<file path="config.mk">
export PLATFORM = sky130hd
export DESIGN_NAME = axis_gpio_tx
export DESIGN_NICKNAME = d
export VERILOG_FILES = /design/src/rtl/axis_gpio_tx.sv
export SDC_FILE = /design/constraint.sdc
export NUM_CORES = 1
export LEC_CHECK = 0
export ABC_AREA = 1
export BUFFER_PORTS_ARGS = -buffer_cell sky130_fd_sc_hd__clkbuf_2
export CORE_MARGIN = 2
export CORE_UTILIZATION = 50
export DETAILED_ROUTE_END_ITERATION = 10
export PLACE_DENSITY_LB_ADDON = 0.3
export SLEW_MARGIN = 10
export SYNTH_ARGS = -nofsm -noshare
export SYNTH_HDL_FRONTEND = slang
export SYNTH_SLANG_ARGS = --single-unit
</file>
<file path="constraint.sdc">
create_clock -name clk -period 2.1 [get_ports clk]
set_clock_uncertainty 0.1 [all_clocks]
set_input_delay 0.21 -clock clk [delete_from_list [all_inputs] [get_ports clk]]
set_output_delay 0.21 -clock clk [all_outputs]
set_load 0.005 [all_outputs]
</file>
<file path="src/rtl/axis_gpio_tx.sv">
// axis_gpio_tx: samples GPIO inputs and sends a fixed-format byte frame on an
// 8-bit AXI-Stream master. The frame holds the GPIO state as ASCII '0'/'1'
// characters at byte offset BYTE_START (MSB first), so a looped-back frame
// drives the companion LED receiver to the switch state.
//
// Ports:
//   clk           single clock
//   reset_n       asynchronous active-low reset
//   gpio_in       raw asynchronous switch inputs
//   send_req      single-cycle request to send a frame regardless of change
//   m_axis_data   stream byte
//   m_axis_valid  byte valid
//   m_axis_last   high on the final (TERM_VALUE) byte
//   m_axis_ready  downstream accept
//   busy          high while a frame is in flight
//   frame_cnt     completed frames, wraps at 16 bits
module axis_gpio_tx #(
  parameter int unsigned BYTE_START = 32,
  parameter int unsigned GPIO_WIDTH = 2,
  parameter int unsigned AXI_WIDTH  = 8,    // only 8 is supported
  parameter logic [7:0]  PAD_VALUE  = 8'h00,
  parameter logic [7:0]  TERM_VALUE = 8'h0A
) (
  input  logic                  clk,
  input  logic                  reset_n,
  input  logic [GPIO_WIDTH-1:0] gpio_in,
  input  logic                  send_req,
  output logic [AXI_WIDTH-1:0]  m_axis_data,
  output logic                  m_axis_valid,
  output logic                  m_axis_last,
  input  logic                  m_axis_ready,
  output logic                  busy,
  output logic [15:0]           frame_cnt
);

  localparam int unsigned FRAME_LEN = BYTE_START + GPIO_WIDTH + 1;
  localparam int unsigned IDX_W     = $clog2(FRAME_LEN);
  localparam logic [IDX_W-1:0] LAST_IDX = IDX_W'(FRAME_LEN - 1);

  typedef enum logic [0:0] {StIdle, StSend} state_e;

  state_e                 state_q, state_d;
  logic [GPIO_WIDTH-1:0]  sync1_q, sync2_q;
  logic [GPIO_WIDTH-1:0]  snapshot_q, snapshot_d;
  logic [GPIO_WIDTH-1:0]  last_sent_q, last_sent_d;
  logic                   req_pending_q, req_pending_d;
  logic [IDX_W-1:0]       idx_q, idx_d, idx_nxt;
  logic [7:0]             data_q, data_d;
  logic                   valid_q, valid_d;
  logic                   last_q, last_d;
  logic [15:0]            cnt_q, cnt_d;
  logic                   start;

  // Byte content at a given frame index for a given GPIO snapshot.
  function automatic logic [7:0] byte_at(input logic [IDX_W-1:0]      idx,
                                         input logic [GPIO_WIDTH-1:0] snap);
    int unsigned           i;
    logic [GPIO_WIDTH-1:0] shifted;
    i = 32'(idx);
    // Only meaningful inside the ASCII field; out-of-range shifts are unused.
    shifted = snap >> (GPIO_WIDTH - 1 - (i - BYTE_START));
    if (i < BYTE_START) begin
      byte_at = PAD_VALUE;
    end else if (i < BYTE_START + GPIO_WIDTH) begin
      byte_at = shifted[0] ? 8'h31 : 8'h30;
    end else begin
      byte_at = TERM_VALUE;
    end
  endfunction

  // Pending request, live request, or an unsent GPIO change starts a frame.
  assign start   = (sync2_q != last_sent_q) || req_pending_q || send_req;
  assign idx_nxt = idx_q + IDX_W'(1);

  always_comb begin
    state_d       = state_q;
    snapshot_d    = snapshot_q;
    last_sent_d   = last_sent_q;
    req_pending_d = req_pending_q | send_req;
    idx_d         = idx_q;
    data_d        = data_q;
    valid_d       = valid_q;
    last_d        = last_q;
    cnt_d         = cnt_q;
    case (state_q)
      StIdle: begin
        if (start) begin
          state_d       = StSend;
          snapshot_d    = sync2_q;
          last_sent_d   = sync2_q;
          req_pending_d = 1'b0;   // also swallows a send_req on this edge
          idx_d         = '0;
          data_d        = byte_at('0, sync2_q);
          last_d        = (LAST_IDX == '0);
          valid_d       = 1'b1;
        end
      end
      StSend: begin
        if (valid_q && m_axis_ready) begin
          if (idx_q == LAST_IDX) begin
            state_d = StIdle;
            valid_d = 1'b0;
            last_d  = 1'b0;
            cnt_d   = cnt_q + 16'd1;
          end else begin
            idx_d  = idx_nxt;
            data_d = byte_at(idx_nxt, snapshot_q);
            last_d = (idx_nxt == LAST_IDX);
          end
        end
      end
      default: state_d = StIdle;
    endcase
  end

  always_ff @(posedge clk or negedge reset_n) begin
    if (!reset_n) begin
      state_q       <= StIdle;
      sync1_q       <= '0;
      sync2_q       <= '0;
      snapshot_q    <= '0;
      last_sent_q   <= '0;
      req_pending_q <= 1'b0;
      idx_q         <= '0;
      data_q        <= '0;
      valid_q       <= 1'b0;
      last_q        <= 1'b0;
      cnt_q         <= '0;
    end else begin
      state_q       <= state_d;
      sync1_q       <= gpio_in;
      sync2_q       <= sync1_q;
      snapshot_q    <= snapshot_d;
      last_sent_q   <= last_sent_d;
      req_pending_q <= req_pending_d;
      idx_q         <= idx_d;
      data_q        <= data_d;
      valid_q       <= valid_d;
      last_q        <= last_d;
      cnt_q         <= cnt_d;
    end
  end

  assign m_axis_data  = data_q;
  assign m_axis_valid = valid_q;
  assign m_axis_last  = last_q;
  assign busy         = (state_q == StSend);
  assign frame_cnt    = cnt_q;

endmodule

</file>
# [Word-level counts from Yosys, hierarchy flattened]
# Index checks and enable logic that the tools add are counted.
# W data, S select, Z words.
[classes] addsub=4 shift=1 n_lt_le_gt_ge=2 n_eq_ne=7 n_reduce_logical=8 n_bitwise=2 mux=25
[op_table] operator="$shr A2 B32 Y1" count=1
[op_table] operator="$mux W6" count=5
[op_table] operator="$mux W8" count=3
[op_table] operator="$add A16 B1 Y16 const B" count=1
[op_table] operator="$pmux W8 S2" count=1
[op_table] operator="$eq A6 B6 Y1 const B" count=2
[op_table] operator="$lt A6 B6 Y1 const B" count=2
[op_table] operator="$mux W1" count=12
[op_table] operator="$pmux W6 S2" count=1
[op_table] operator="$reduce_and A3 Y1" count=3
[op_table] operator="$sub A2 B7 Y8 const A" count=1
[op_table] operator="$sub A6 B6 Y7 const B" count=1
[op_table] operator="$add A6 B1 Y6 const B" count=1
[op_table] operator="$pmux W1 S2" count=3
[op_table] operator="$ne A2 B1 Y1 const B" count=2
[op_table] operator="$ne A2 B2 Y1 const B" count=2
[op_table] operator="$reduce_and A2 Y1" count=2
[op_table] operator="$logic_or A1 B1 Y1" count=2
[op_table] operator="$ne A2 B2 Y1" count=1
[op_table] operator="$logic_and A1 B1 Y1" count=1
[op_table] operator="$not A1 Y1" count=1
[op_table] operator="$or A1 B1 Y1" count=1
[word_totals] regBits=40 elab_cells=59 output_inout_bits=27 inputBits=6

# [Longest topological paths before layout]
# Gate-level depths: netlist of the first run.
[logic_depth] depth_word=10 depth_mapped=11

# [Worst setup path after synthesis of the first run]
# Ideal clock, no wire load.
[synth_path] path_type="register to register" from="reg idx_q[0]" to="reg data_q[0] (netlist: m_axis_data[0])" synth_period_minus_slack_ns=1.671 stages_incl_launch_ff=11 setup_ns=0.066 slack_ns=0.429 required_ns=1.934 arrival_time_ns=1.505 cell_sequence="dfrtp_1 -> inv_1 -> ha_1 -> inv_1 -> ha_1 -> nand2_1 -> a21oi_1 -> o21ai_0 -> a21oi_1 -> nand2_1 -> nand2_1"
[synth_via] elab_chain_cells=10
[synth_rtl] element="from (decl)" line_no="47" source="logic [IDX_W-1:0] idx_q, idx_d, idx_nxt;"
[synth_rtl] element="from (signal assigned)" line_no="136" source="idx_q <= idx_d;"
[synth_rtl] element="$add A6 B1 Y6" line_no="73" source="assign idx_nxt = idx_q + IDX_W'(1);"
[synth_rtl] element="$sub A6 B6 Y7" line_no="61" source="shifted = snap >> (GPIO_WIDTH - 1 - (i - BYTE_START));"
[synth_rtl] element="$sub A2 B7 Y8" line_no="61"
[synth_rtl] element="$shr A2 B32 Y1" line_no="61"
[synth_rtl] element="$mux W1" line_no="65" source="byte_at = shifted[0] ? 8'h31 : 8'h30;"
[synth_rtl] element="$mux W6" line_no="64" source="end else if (i < BYTE_START + GPIO_WIDTH) begin"
[synth_rtl] element="$mux W6" line_no="62" source="if (i < BYTE_START) begin"
[synth_rtl] element="$mux W8" line_no="100" source="if (idx_q == LAST_IDX) begin"
[synth_rtl] element="$mux W8" line_no="99" source="if (valid_q && m_axis_ready) begin"
[synth_rtl] element="$pmux W8 S2" line_no="85" source="case (state_q)"
[synth_rtl] element="to (signal assigned)" line_no="137" source="data_q <= data_d;"
[synth_rtl] element="to (decl)" line_no="48" source="logic [7:0] data_q, data_d;"
# Parallel ways exist; a longest one is shown, timed or not. The select of a mux whose other input is x is not followed.
# A chain may end at the register's enable or synchronous reset.

# [Worst setup path after layout of the first run]
# Ends and elaborated chain as after synthesis.

==> results of run 1 <==
[final cells by class]
class | count | area, um2 | area share
clock buffers | 5 | 68.82 | 0.03106
clock inverters | 3 | 67.56 | 0.03049
inverters | 28 | 105.1 | 0.04743
multi-input cells | 165 | 855.8 | 0.3862
flip-flops and latches | 35 | 875.8 | 0.3953
well taps | 48 | 60.06 | 0.02710
repair buffers | 33 | 182.7 | 0.08244
[worst max-delay path, cell delays in order (launching register included)]
cell     delay [ns]
dfrtp_1        0.40
inv_1          0.12
ha_1           0.37
inv_1          0.07
ha_1           0.27
nand2_1        0.04
a21oi_1        0.10
o21ai_0        0.10
a21oi_1        0.12
nand2_1        0.07
nand2_1        0.06
[layout by cell type, fill, tap and decap left out, types with 5 or more instances in the layout]
master,Yosys,layout
xor2_1,5,5
clkbuf_8,0,5
ha_1,5,5
inv_1,25,25
nor2_1,23,23
o21ai_0,10,10
dfrtp_1,35,35
nand3_1,22,22
clkbuf_2,0,29
nand2_1,69,69
[report_power, final]
part            total, W  switching [W]  leakage (nW)  internal (W)
sequential      0.000679     0.00000175         0.438      0.000677
clock           0.000727       0.000254        0.0644      0.000473
combinational  0.0000251      0.0000158         0.645    0.00000934
[what timing repair did]
item | 4_1_cts | 5_1_grt
setup endpoints to repair | 0 | 0
setup buffers | 0 | 0
endpoints found under the hold margin | 37 | 0
hold buffers | 3 | 0
[worst max path at each step]
stage / from / endpoint / slack (ns)
floorplan: idx_q[0]$_DFFE_PN0P_ / m_axis_data[0]$_DFFE_PN0P_ / 0.43
global placement: idx_q[0]$_DFFE_PN0P_ / m_axis_data[0]$_DFFE_PN0P_ / 0.31
detailed placement: idx_q[0]$_DFFE_PN0P_ / frame_cnt[5]$_DFFE_PN0P_ / 0.23
CTS: idx_q[0]$_DFFE_PN0P_ / frame_cnt[5]$_DFFE_PN0P_ / 0.23
global route: idx_q[0]$_DFFE_PN0P_ / m_axis_data[0]$_DFFE_PN0P_ / 0.01
finish: idx_q[0]$_DFFE_PN0P_ / m_axis_data[0]$_DFFE_PN0P_ / 0.22
[layer usage]
metal / part of all wire / GRT usage / vias to the layer above
met1: 0.47 / 0.2435 / 677
met4: 0.011 / 0.09375 / 0
met2: 0.48 / 0.3119 / 35
met5: 0 / 0 / -
li1: - / - / 789
met3: 0.037 / 0.04110 / 4
[cell families (layout without fill, tap and decap cells)]
kind of cell               after synthesis  in the layout  share of synthesized area
AOI/OAI and AO/OA                       18             18                    0.04872
xor gates and xnor gates                11             11                    0.06254
adders and majority gates                5              5                    0.03292
buffers and inverters                   36             69                    0.09282
DFF                                     35             35                     0.4608
other                                    1              3                   0.001973
and+or+nand+nor                        128            128                     0.3002
[sequential cells by signal, summed over array words and instances (netlist names)]
| name | cells |
|---|---|
| idx_q | 6 |
| req_pending_q | 1 |
| busy | 1 |
| m_axis_last | 1 |
| m_axis_valid | 1 |
| sync2_q | 2 |
| m_axis_data | 3 |
| frame_cnt | 16 |
| last_sent_q | 2 |
| sync1_q | 2 |
[metrics by stage]
stage,worst slack (ns),hold WS (ns)
3_5_place_dp,0.2316,0.1668
3_3_place_gp,0.3145,0.1697
2_1_floorplan,0.4295,-0.1856
4_1_cts,0.2280,0.04699
6_report,0.2234,0.05526
5_1_grt,0.01308,0.08178
==> summary.txt, run 1 <==
Setup Viol. Count Final: 0
Async S/R FF share, synth: 1.000
DRT Pass-1 Iters: 4
All-layer global routing usage: 0.1924
R2R setup slack: 0.22 ns
Final Non-Filler Cells: 317
Starting Density: 0.5191
TritonCTS clock tree: done
# IOs: 33
Crit path max fanout: 6
Synth warn: 0
Port buffer count: 29
Via count: 1,505
Layout cells sized above 1: 0.2007
Hold Startpoint: send_req
EDFF count, synth: 0
Via density: 4.748
Register area share after synthesis: 0.4608
CTS H-tree lvls: 2
CTS Buf Count: 5
GRT overflow: 0
Arr. time, crit path: 2.00 ns
DP HPWL: 2.668 mm
Skew-Pair Late Insertion Delay: 0.29 ns
Worst r2r dst: m_axis_data[0]$_DFFE_PN0P_
Final slew viol count: 0
Die height: 65.66 um
Mapped Cells: 234
Vias in the first global route: 1,397
Outcome: complete, no violations
CP required: 2.23 ns
Post-route ant nets: 0
Final min period: 1.877 ns
CTS Sinks: 35
Cell Rows: 22
Hold Path Cell Cnt: 3
Max-cap violation count: 0
Period utilization: 0.8936
Lkg Pwr: 1.147 nW
Clk buf depth: 2
Crit start category: register
Fillers: 341
PostCTS Resize Cnt: 0
Die area: 4311 um2
Top_reg_cell synth: dfrtp_1
Class of the worst hold path: input port to register
Netlist cell types: 25
Routed wire length per instance: 11.57 um
Yosys reg bits: 35
CTS root buf: clkbuf_8
Core box area: 3661 um2
Post-synth top area share: 0.4608
Synth-to-Final Area Change: 16.59%
Critical path endpoint category: register
Final Util: 0.6053
PwrDens: 646.0 nW/um2
Syn avg cell area: 8.122 um2
Dpl cells: 306
Most frequent cells after synthesis: nand2_1 (69), dfrtp_1 (35), inv_1 (25)
Reg2reg start: idx_q[0]$_DFFE_PN0P_
Unrepaired setup endpoints after global routing: false
Reg2Reg Depth: 10
Peak VDD IR: 0.4363 mV
Post-route DRC: 0
GP Congestion: 0.8567
Clock slew at reported path FFs: 0.07 ns
Min-Delay Endpoint: req_pending_q$_DFF_PN0_
Placed Area: 2049 um2
Die width: 65.66 um
Final instance area: 2216 um2
Fmax: 532.9 MHz
WL final: 3.667 mm
Post-layout power: 0.001431 W
Hold Fails Final Rpt: 0
NumNets Final: 279
Yosys top cell by area: dfrtp_1
Number of diodes: 0
Critical path class: register to register
First-pass GRT wire length: 6.175 mm
Initial antenna violation count: 0
Top cells by area, synth: dfrtp_1 (46%), nand2_1 (14%), nand3_1 (5.8%)
Top-count cell post-synth: nand2_1
Largest net degree at the start of global routing: 36
Synth Cell Area: 1901 um2
DRT iter0 DRCs: 98
Setup TNS: 0 ns
Power figures use the tool's default switching activity.
==> inputs of run 2 (changes only) <==
--- a/config.mk
+++ b/config.mk
@@ -6,10 +6,11 @@
 export NUM_CORES = 1
 export LEC_CHECK = 0
 export ABC_AREA = 1
-export BUFFER_PORTS_ARGS = -buffer_cell sky130_fd_sc_hd__clkbuf_2
+export CAP_MARGIN = 20
 export CORE_MARGIN = 2
 export CORE_UTILIZATION = 50
 export DETAILED_ROUTE_END_ITERATION = 10
+export DONT_BUFFER_PORTS = 1
 export PLACE_DENSITY_LB_ADDON = 0.3
 export SLEW_MARGIN = 10
 export SYNTH_ARGS = -nofsm -noshare
==> run 2 against run 1 <==
Effect of this change: design area fell by 5.5%; clock power up 0.7%; die area is the same; routed wire length is 0.76% lower; via count shrank 6.1%; global-route usage increased by 0.92 points; first-iteration DRC count rose by 12%; final cell count is 8.8% lower; largest cell class unchanged.
==> summary.txt, run 2 (synthesis results as in run 1) <==
Starting Density: 0.5191 (unchanged)
Hold Fails Final Rpt: 0 (unchanged)
Placed Area: 1897 um2 (-7.4%)
Final min period: 1.915 ns (+0.03810 ns)
Initial antenna violation count: 0 (unchanged)
DP HPWL: 2.584 mm (-3.2%)
Critical path endpoint category: register
Setup Viol. Count Final: 0 (unchanged)
CTS Sinks: 35 (unchanged)
Clock slew at reported path FFs: 0.08 ns (about the same)
Slowest Stage Delay on Critical Path: 0.40 ns (about the same)
Worst path top cell family by delay: adder cells
Largest net degree at the start of global routing: 36 (unchanged)
CTS Buf Count: 5 (unchanged)
Peak VDD IR: 0.4108 mV (-5.8%)
Most common cell after layout, fill and taps aside: nand2_1
DRT iter0 DRCs: 110 (+12%)
Post-route DRC: 0 (unchanged)
Skew-Pair Late Insertion Delay: 0.29 ns (about the same)
TritonCTS clock tree: done
CP dominant cell by count: nand2_1
Wire length on met2: 1.762 mm (+0.51%)
Fillers: 312 (-8.5%)
R2R setup slack: 0.19 ns (-0.04 ns)
First-pass GRT wire length: 6.410 mm (+3.8%)
Core box area: 3661 um2 (unchanged)
Synth-to-Final Area Change: 10.14%
Via count: 1,413 (-6.1%)
Number of diodes: 0 (unchanged)
Die height: 65.66 um (unchanged)
# hold bufs at CTS: 5 (+2)
Max FFs per register: 16 (unchanged)
Buf/Inv on CP: 2 (unchanged)
Cell Rows: 22 (unchanged)
Crit start category: register
NumNets Final: 251 (-10%)
Die area: 4311 um2 (unchanged)
Most frequent cells in the layout: nand2_1 (69), dfrtp_1 (35), inv_1 (25)
Outcome: complete, no violations
Post-route ant nets: 0 (unchanged)
WL final: 3.639 mm (-0.76%)
# IOs: 33 (unchanged)
Post-CTS setup buffers: 0 (unchanged)
Critical path class: register to register
Period utilization: 0.9118 (+0.01814)
Arr. time, crit path: 2.05 ns (+0.05 ns)
Die width: 65.66 um (unchanged)
Max-cap violation count: 0 (unchanged)
Final slew viol count: 0 (unchanged)
Crit path max fanout: 6 (unchanged)
Post-layout power: 0.001437 W (+0.40%)
Unrepaired setup endpoints after global routing: false
GRT overflow: 0 (unchanged)
Routed wire length per instance: 12.59 um (+8.9%)
Fmax: 522.3 MHz (-2.0%)
Layout cells sized above 1: 0.1037 (-0.09701)
CP max stage cell: dfrtp_1
Class of the worst hold path: input port to register
CP required: 2.23 ns (about the same)
Port buffer count: 0 (-100%)
GP Congestion: 0.8481 (-1.0%)
Max Used Layer: met4
Lkg Pwr: 1.028 nW (-10%)
CTS H-tree lvls: 2 (unchanged)
Vias in the first global route: 1,378 (-1.4%)
Setup TNS: 0 ns (unchanged)
PostCTS Resize Cnt: 0 (unchanged)
Final instance area: 2093 um2 (-5.5%)
DRT Pass-1 Iters: 4 (unchanged)
CTS root buf: clkbuf_8
Clk buf depth: 2 (unchanged)
Met3 Wirelength: 195 um (+44%)
Met1 wire length: 1.660 mm (-4.5%)
PwrDens: 686.6 nW/um2 (+6.3%)
Crit-path cells: inv_1 -> ha_1 -> inv_1 -> ha_1 -> nand2_1 -> a21oi_1 -> o21ai_0 -> a21oi_1 -> nand2_1 -> nand2_1
All-layer global routing usage: 0.2017 (+0.009249)
Via density: 4.889 (+3.0%)
[run 2: worst min-delay path, delay by kind of cell]
family	cells	cell delay, ns
AO/OA/AOI/OAI	1	0.08
AND/OR/NAND/NOR	2	0.24
[run 2: worst paths after layout]
kind | depth (start not counted) | start | to
setup / recovery | 10 | idx_q[0]$_DFFE_PN0P_ | m_axis_data[0]$_DFFE_PN0P_
hold reg to reg | 0 | sync1_q[0]$_DFF_PN0_ | sync2_q[0]$_DFF_PN0_
hold / removal | 3 | m_axis_ready | m_axis_last$_DFFE_PN0P_
setup reg to reg | 10 | idx_q[0]$_DFFE_PN0P_ | m_axis_data[0]$_DFFE_PN0P_
max in group asynchronous | 2 | reset_n | m_axis_data[3]$_DFFE_PN0P_
min in group asynchronous | 2 | reset_n | sync1_q[0]$_DFF_PN0_
[run 2: metal layers]
metal,vias to the layer above,global-route usage
met2,38,0.3144
met4,0,0.07552
met1,637,0.2511
met3,2,0.08048
li1,736,-
met5,-,0
[run 2: layout make-up]
class,instances,area [um2],area share
flip-flops and latches,35,875.8,0.4184
multi-input cells,165,855.8,0.4088
inverters,28,105.1,0.05021
clock buffers,5,68.82,0.03288
clock inverters,3,67.56,0.03228
repair buffers,5,60.06,0.02869
well taps,48,60.06,0.02869
[run 2: report_power, final]
group          switching [W]   total, W  internal, W
Combinational      0.0000158  0.0000258    0.0000100
Sequential        0.00000171   0.000679     0.000677
Clock               0.000259   0.000732     0.000474
Total               0.000276    0.00144      0.00116
[run 2: per-stage QoR]
| step | instances | setup slack [ns] | util | hold slack [ns] |
|---|---|---|---|---|
| 6_report | 289 | 0.1853 | 0.5718 | 0.1876 |
| 5_1_grt | 289 | 0.02930 | 0.5718 | 0.2099 |
| 4_1_cts | 289 | 0.1953 | 0.5718 | 0.1761 |
| 3_5_place_dp | 276 | 0.2354 | 0.5181 | -0.1847 |
| 3_3_place_gp | 276 | 0.2984 | 0.5181 | -0.1850 |
| 2_1_floorplan | 236 | 0.4295 | - | -0.1856 |
